File: src/rtl/rtc_timer_if.sv
// Bus and host-time signals between the CPU bus fabric and rtc_timer.
// The master drives the bus strobes and host load. The slave (the timer) drives read data and the pulses.
interface rtc_timer_if;
  logic        bus_write;
  logic        bus_read;
  logic [23:0] bus_address_in;
  logic [7:0]  bus_data_in;
  logic [7:0]  bus_data_out;
  logic [23:0] host_seconds;
  logic        host_seconds_valid;
  logic        validate_rtc;
  logic        tick_1hz;

  modport master (
    output bus_write, bus_read, bus_address_in, bus_data_in,
    output host_seconds, host_seconds_valid,
    input  bus_data_out, validate_rtc, tick_1hz
  );

  modport slave (
    input  bus_write, bus_read, bus_address_in, bus_data_in,
    input  host_seconds, host_seconds_valid,
    output bus_data_out, validate_rtc, tick_1hz
  );
endinterface

File: src/rtl/rtc_timer.sv
// 24-bit RTC seconds counter at 0x2008-0x200B, with a clk_ce prescaler and a one-shot host time load.
// Reading 0x2009 snapshots counter[23:8] into the shadow so that a multi-byte read stays coherent.
module rtc_timer #(
  parameter int CE_FREQ = 4000000
) (
  input  logic       clk,
  input  logic       reset,
  input  logic       clk_ce,
  rtc_timer_if.slave bus
);
  localparam int PW = (CE_FREQ > 2) ? $clog2(CE_FREQ) : 1;
  localparam logic [PW-1:0] P_TC = PW'(CE_FREQ - 1);

  logic          r_run;
  logic [23:0]   r_counter;
  logic [PW-1:0] r_presc;
  logic [15:0]   r_shadow;
  logic          r_load_pending;
  logic [23:0]   r_load_value;
  logic          r_validate;
  logic          r_tick;

  logic w_wr_ctrl, w_rd_lo, w_clear;
  logic w_unused_data;

  assign w_wr_ctrl     = clk_ce && bus.bus_write && (bus.bus_address_in == 24'h002008);
  assign w_rd_lo       = clk_ce && bus.bus_read  && (bus.bus_address_in == 24'h002009);
  assign w_clear       = w_wr_ctrl && bus.bus_data_in[1];
  assign w_unused_data = ^bus.bus_data_in[7:2];

  always_ff @(posedge clk or posedge reset) begin
    if (reset) begin
      r_run          <= 1'b0;
      r_counter      <= '0;
      r_presc        <= '0;
      r_shadow       <= '0;
      r_load_pending <= 1'b0;
      r_load_value   <= '0;
      r_validate     <= 1'b0;
      r_tick         <= 1'b0;
    end else begin
      if (clk_ce) begin
        r_validate <= r_load_pending;
        r_tick     <= 1'b0;
        if (w_wr_ctrl) r_run <= bus.bus_data_in[0];
        if (w_rd_lo)   r_shadow <= r_counter[23:8];
        // Host apply outranks the register clear, which outranks the tick; a pre-empted tick is lost.
        if (r_load_pending) begin
          r_counter      <= r_load_value;
          r_presc        <= '0;
          r_load_pending <= 1'b0;
        end else if (w_clear) begin
          r_counter <= '0;
          r_presc   <= '0;
        end else if (r_run) begin
          if (r_presc == P_TC) begin
            r_presc   <= '0;
            r_counter <= r_counter + 24'd1;
            r_tick    <= 1'b1;
          end else begin
            r_presc <= r_presc + PW'(1);
          end
        end
      end
      // The host pulse is one clk wide, so it must be caught even when clk_ce is low.
      if (bus.host_seconds_valid) begin
        r_load_value   <= bus.host_seconds;
        r_load_pending <= 1'b1;
      end
    end
  end

  always_comb begin
    bus.bus_data_out = 8'h00;
    case (bus.bus_address_in)
      24'h002008: bus.bus_data_out = {7'b0, r_run};
      24'h002009: bus.bus_data_out = r_counter[7:0];
      24'h00200A: bus.bus_data_out = r_shadow[7:0];
      24'h00200B: bus.bus_data_out = r_shadow[15:8];
      default:    bus.bus_data_out = 8'h00;
    endcase
  end

  assign bus.validate_rtc = r_validate;
  assign bus.tick_1hz     = r_tick;
endmodule

File: src/flat_wrapper.sv
// flat-port wrapper written by rule: the top's interface ports become plain ports
module rtc_timer_flat 
#(
  parameter int CE_FREQ = 4000000
)
  (clk, reset, clk_ce, bus_bus_write, bus_bus_read, bus_bus_address_in, bus_bus_data_in, bus_host_seconds, bus_host_seconds_valid, bus_bus_data_out, bus_validate_rtc, bus_tick_1hz);
  rtc_timer_if bus_i ();
  input  logic clk;
  input  logic reset;
  input  logic clk_ce;
  input wire logic [$bits(bus_i.bus_write)-1:0] bus_bus_write;
  input wire logic [$bits(bus_i.bus_read)-1:0] bus_bus_read;
  input wire logic [$bits(bus_i.bus_address_in)-1:0] bus_bus_address_in;
  input wire logic [$bits(bus_i.bus_data_in)-1:0] bus_bus_data_in;
  input wire logic [$bits(bus_i.host_seconds)-1:0] bus_host_seconds;
  input wire logic [$bits(bus_i.host_seconds_valid)-1:0] bus_host_seconds_valid;
  output wire logic [$bits(bus_i.bus_data_out)-1:0] bus_bus_data_out;
  output wire logic [$bits(bus_i.validate_rtc)-1:0] bus_validate_rtc;
  output wire logic [$bits(bus_i.tick_1hz)-1:0] bus_tick_1hz;
  assign bus_i.bus_write = bus_bus_write;
  assign bus_i.bus_read = bus_bus_read;
  assign bus_i.bus_address_in = bus_bus_address_in;
  assign bus_i.bus_data_in = bus_bus_data_in;
  assign bus_i.host_seconds = bus_host_seconds;
  assign bus_i.host_seconds_valid = bus_host_seconds_valid;
  assign bus_bus_data_out = bus_i.bus_data_out;
  assign bus_validate_rtc = bus_i.validate_rtc;
  assign bus_tick_1hz = bus_i.tick_1hz;
  rtc_timer #(.CE_FREQ(CE_FREQ)) u_core (.clk(clk), .reset(reset), .clk_ce(clk_ce), .bus(bus_i));
endmodule
File: config.mk
export PLATFORM = sky130hd
export DESIGN_NAME = rtc_timer_flat
export DESIGN_NICKNAME = d
export VERILOG_FILES = /design/src/rtl/rtc_timer_if.sv /design/src/rtl/rtc_timer.sv /design/src/flat_wrapper.sv
export SDC_FILE = /design/constraint.sdc
export NUM_CORES = 1
export LEC_CHECK = 0
export CAP_MARGIN = 20
export CORE_ASPECT_RATIO = 0.7
export CORE_MARGIN = 8
export CORE_UTILIZATION = 60
export CTS_CLUSTER_SIZE = 12
export DETAILED_ROUTE_END_ITERATION = 16
export HOLD_SLACK_MARGIN = 0.02
export PLACE_DENSITY_LB_ADDON = 0.3
export SLEW_MARGIN = 20
export SYNTH_ARGS = -nofsm -noshare
export SYNTH_HDL_FRONTEND = slang
export SYNTH_SLANG_ARGS = --single-unit
File: constraint.sdc
create_clock -name clk -period 5.1 [get_ports clk]
set_input_delay 0.51 -clock clk [delete_from_list [all_inputs] [get_ports clk]]
set_output_delay 0.51 -clock clk [all_outputs]
set_load 0.02 [all_outputs]
**Word-level counts from Yosys, hierarchy flattened**

Cells that the tools add are included.

- Add/sub/neg operators: 2
- Eq/ne operators: 5
- Muxes and demuxes: 15
- Reductions and logical operators: 12

Operators with widths:

| kind | count |
|---|---|
| $eq 24x14->1 const B | 4 |
| $mux 24 | 4 |
| $mux 22 | 4 |
| $pmux 8 s4 | 1 |
| $add 24x1->24 const B | 1 |
| $add 22x1->22 const B | 1 |
| $eq 22x22->1 const B | 1 |
| $mux 1 | 6 |
| $reduce_and 2->1 | 3 |
| $reduce_bool 3->1 | 2 |
| $logic_and 1x1->1 | 5 |
| $reduce_and 3->1 | 1 |
| $reduce_bool 2->1 | 1 |

- Register bits: 90

**Logic depth before layout (Yosys ltp)**

- Depth after elaboration: 5
- Mapped depth: 8

**Worst setup path before layout**

Ideal clock, no wire load.

- Kind: in2reg
- From: input port bus_bus_address_in[10]
- To: register u_core.r_shadow[0]
- Arrival: 2,204 ps
- Data required time: 4,975 ps
- Path slack: 2,771 ps
- Stages: 7
- Path buffers: 2
- Path through: nor4b_2 > nand4_1 > or2_1 > buf_6 > nor4_4 > buf_8 > mux2_4

- Word-level cells in the longest chain between the ends: 3

RTL lines:

| what | RTL line | RTL |
|---|---|---|
| start, declared | flat_wrapper.sv:13 | `input wire logic [$bits(bus_i.bus_address_in)-1:0] bus_bus_address_in;` |
| $eq 24x14->1 | rtc_timer.sv:27 | `assign w_rd_lo = clk_ce && bus.bus_read && (bus.bus_address_in == 24'h002009);` |
| $logic_and 1x1->1 | rtc_timer.sv:27 |  |
| $reduce_and 2->1 (no source line) | n/a |  |
| end signal, assigned | rtc_timer.sv:46 | `if (w_rd_lo) r_shadow <= r_counter[23:8];` |
| end, declared | rtc_timer.sv:17 | `logic [15:0] r_shadow;` |

No other way between the ends.
A chain may end at the register's enable or synchronous reset.

**Worst setup path in the final report**

- From: input port bus_bus_address_in[1]
- To: register u_core.r_counter[19]

- Word-level cells in the longest chain between the ends: 5
- Elaborated cells on any way between the ends: 8

RTL lines:

| what | RTL line | RTL |
|---|---|---|
| $eq 24x14->1 (*) | rtc_timer.sv:26 | `assign w_wr_ctrl = clk_ce && bus.bus_write && (bus.bus_address_in == 24'h002008);` |
| $logic_and 1x1->1 (*) | rtc_timer.sv:26 |  |
| $logic_and 1x1->1 (*) | rtc_timer.sv:28 | `assign w_clear = w_wr_ctrl && bus.bus_data_in[1];` |
| $reduce_bool 3->1 (no source line) / $mux 24 (equally long branches) | n/a |  |
| $reduce_and 3->1 (no source line) / $mux 24 (equally long branches) | n/a |  |
| end signal, assigned | rtc_timer.sv:49 | `r_counter <= r_load_value;` |
| end signal, assigned | rtc_timer.sv:58 | `r_counter <= r_counter + 24'd1;` |
| end, declared | rtc_timer.sv:15 | `logic [23:0] r_counter;` |

Every way passes the cells marked *; elsewhere a longest branch is shown, timed or not.

==> results.md <==
* Status: completed
* CTS tree: built
* Final Critical Period at 3.45 ns
* Critical Path Max Stage Delay at 0.80 ns
* Synth async-reset ratio at 1.00
* PortBufs at 65
* Number of maximum-capacitance constraint violations at 0
* Hold violation count in the final report at 0
* Core ar. at 0.00844 mm2
* Initial cell density of the core at 0.617
* R2R depth at 6
* Clock transition at the register clock pins on the worst setup and hold paths after CTS at 0.07 ns
* Detailed Route Iter0 Violations at 687
* All-Layer GR Usage at 0.256
* Sum of routed wire length over all layers at 14,800 um
* CP startpoint kind: input pin
* Number of instances on the worst hold path at 1
* Utilization after layout at 0.735
* Kind of end point of the critical path: register
* Average vias per placed instance at 6.93
* Kind of path behind the tightest hold check: reg2reg
* Number of warnings reported in the yosys synthesis log at 0
* Height of the die at 94.0 um
* Num rows at 28
* Xor-xnor portion of the synthesized cell area at 0
* Worst slack after detailed placement at 1.42 ns
* Number of remaining DRC errors at 0
* Worst EP required at 5.34 ns
* Flip-flop and latch count after synthesis at 90
* Number of global-route vias before repair at 4,693
* Final layout net count at 639
* Critical Path AT at 3.69 ns
* Pwr per Cell Area at 290 mW/mm2
* Slowest library cell on the worst path: a21o_1
* Max-Slew Margin vs Limit at 0.343
* IR drop worst, VDD at 0.197 mV
* Residual antenna-violating net count after detailed routing at 0
* Count of clock tree sinks at 90
* Die area at 0.0120 mm2
* Hold-fix buffers at CTS at 0
* Routed wire length per instance at 21.2 um
* Combinational family with the most area after synthesis: simple AND/OR/NAND/NOR gates
* Die W at 127 um
* Critical-path cell list: clkdlybuf4s50_1 > nand4bb_1 > nor4b_2 > a21o_1 > o21ai_0 > a211oi_1
* Share of post-route cells with drive strength above 1 at 0.157
* Post-detailed-placement cell area at 0.00591 mm2
* Multiplexer fraction of the synthesized cell area at 0.117
* DR vias at 4,850
* Total congestion overflow at 0
* Number of cells in the design after placement at 684
* Post-synthesis compound-gate area fraction at 0.187
* Number of nets in the synthesized netlist at 591
* I/O pin total at 72
* Buffer depth of the longest clock path at 2
* Resize count post-CTS at 0
* Post-synth EDFFs at 0
* Number of detailed-route iterations in the first pass at 7
* Worst setup margin at 1.65 ns
* Max Transition Viols Final at 0
* Post-Synth Adder-Cell Area at 0.00480
* Cell at the root of the clock tree: clkbuf_16
* Area growth, synth to finish at 19.2%
* RSZ-0062 raised after global routing: false
* Netlist Area Pre-Place at 0.00521 mm2
* GPL Wtd Cong at 0.913
* Post-CTS repair timing setup buffer count at 0
* Lkg Pwr at 2.40 nW
* HPWL after detailed placement at 10,200 um
* Final TNS setup at 0 ns
* Number of antenna violations at the first check in global routing at 0
* Skew-Pair Late Insertion Delay at 0.35 ns
* Pin slew with the least headroom to its limit at 0.982 ns
* Maximum number of pins on one net before global-route repair at 49
* Final setup fails at 0
* Syn avg cell area at 9.88 um2
* Maximum fanout along the worst path at 28
* H-Tree Level Count at 3
* Number of standard cells after synthesis at 527
* Final clock period utilization by the worst path at 0.676
* Portion of the post-synthesis area used by sequential elements at 0.432
* Final instance area at 0.00621 mm2
* Synth unique cells at 67
* Most common flop cell mapped by yosys: dfrtp_1
* CTS Buf Count at 9
* Cell Count, Final, Fillers Out at 700
* Simple logic cell fraction of the synthesized area at 0.218
* Antenna diode count at 0
* Maximum clock skew at final layout at 0.00844 ns
* Global-route wire length before repair at 24,300 um
* Crit path kind: in2reg
* Fmax at 0.290 GHz
logic make-up (layout without fill, tap and decap cells):
family	after synthesis	after routing
mux	50	50
compound gates	138	138
fa+ha+maj	2	2
simple gates	198	198
flops	90	90
buf+inv	49	102
final timing paths:
check	startpoint	end	slack [ns]
worst max register to register	u_core.r_presc[0]	u_core.r_counter[19]	2.12
worst min register to register	u_core.bus.tick_1hz	u_core.bus.tick_1hz	0.50
min in group asynchronous	reset	u_core.r_presc[0]	0.63
max in group asynchronous	reset	u_core.r_presc[7]	3.42
worst min-delay path	u_core.bus.tick_1hz	u_core.bus.tick_1hz	0.50
worst max-delay path	bus_bus_address_in[1]	u_core.r_counter[19]	1.65
Yosys cell counts (2+ instances only):
cell,n,area share
or4_1,4,0.0058
o31ai_1,8,0.012
o2bb2ai_1,3,0.0050
buf_1,5,0.0036
nor4_1,12,0.014
a211oi_1,5,0.0072
or2_2,3,0.0036
a21o_1,4,0.0058
nand3_1,19,0.018
o41ai_1,3,0.0050
nand2b_1,2,0.0024
nor2_1,20,0.014
and4_1,10,0.017
a221o_1,3,0.0058
a31oi_1,10,0.012
o22ai_1,3,0.0036
o21a_1,3,0.0043
and2_1,4,0.0048
o221a_2,2,0.0043
dfrtp_1,90,0.43
nand4_1,29,0.035
nand4b_1,4,0.0067
o311ai_0,12,0.020
a21oi_1,12,0.012
and3_1,10,0.012
ha_1,2,0.0048
nor2b_1,2,0.0024
buf_2,6,0.0058
o21ai_0,31,0.030
o311ai_1,3,0.0050
nor4_2,3,0.0072
mux2_4,10,0.029
nand2_1,52,0.037
o211ai_1,8,0.012
nor4b_2,2,0.0058
mux2_2,39,0.084
clkbuf_1,22,0.016
a22oi_1,9,0.013
a2bb2oi_1,4,0.0067
inv_1,13,0.0094
a211o_1,3,0.0050
nor3_1,5,0.0048
or3_1,9,0.011
state kept, by name, summed over array words and instances, names as in the netlist:
name                     cells
u_core.r_load_value         24
u_core.r_counter            24
u_core.r_shadow             16
u_core.r_load_pending        1
u_core.bus.validate_rtc      1
u_core.bus.tick_1hz          1
u_core.r_run                 1
u_core.r_presc              22
cell usage in the layout (no fill, tap or decap), types with 4 or more instances in the layout:
cell type        count
a211oi_1             4
inv_1               12
clkbuf_16            9
dfrtp_1             90
a21oi_1             11
nand4b_1             4
o311ai_0            12
mux2_2              39
a2bb2oi_1            4
nand3_1             19
o31ai_1              8
mux2_4              10
o21ai_0             31
and4_1              10
a21o_1               4
nor4_1              12
or4_1                4
a22oi_1              9
buf_4                7
a31oi_1             10
and3_1              10
nor2_1              20
nand4_1             29
nand2_1             52
clkdlybuf4s50_1     64
and2_1               4
nor3_1               5
or3_1                9
o211ai_1             8
per-layer routing:
| layer | vias up | global-route usage | part of all wire |
|---|---|---|---|
| li1 | 2155 | - | - |
| met1 | 2318 | 0.374 | 0.45 |
| met5 | - | 0 | 0 |
| met4 | 0 | 0.0730 | 0.015 |
| met3 | 40 | 0.0788 | 0.13 |
| met2 | 337 | 0.353 | 0.41 |
final cells by class:
type                       instances  area, um2
clock inverter                     7       73.8
timing repair buffer              72        698
inverter                          14       53.8
fill                             615       2230
tap                              120        150
sequential                        90       2250
clock buffer                       9        225
multi-input combinational        388       2760
worst max-delay path, delay by kind of cell:
family / cells / cell delay, ns
compound gates: 3 / 1.57
simple gates: 2 / 0.90
buf+inv: 1 / 0.70
metrics by stage:
step           power [mW]  hold slack [ns]
3_3_place_gp         1.11            0.481
3_5_place_dp         1.13            0.479
5_1_grt              1.87            0.535
2_1_floorplan        1.01            0.455
4_1_cts              1.79            0.505
6_report             1.80            0.502
report_power, final:
part	total, mW	internal (mW)	switching [mW]
Combinational	0.270	0.135	0.135
Sequential	0.858	0.770	0.0881
Clock	0.674	0.383	0.291
Note: power is estimated with default switching activity, not from simulation.
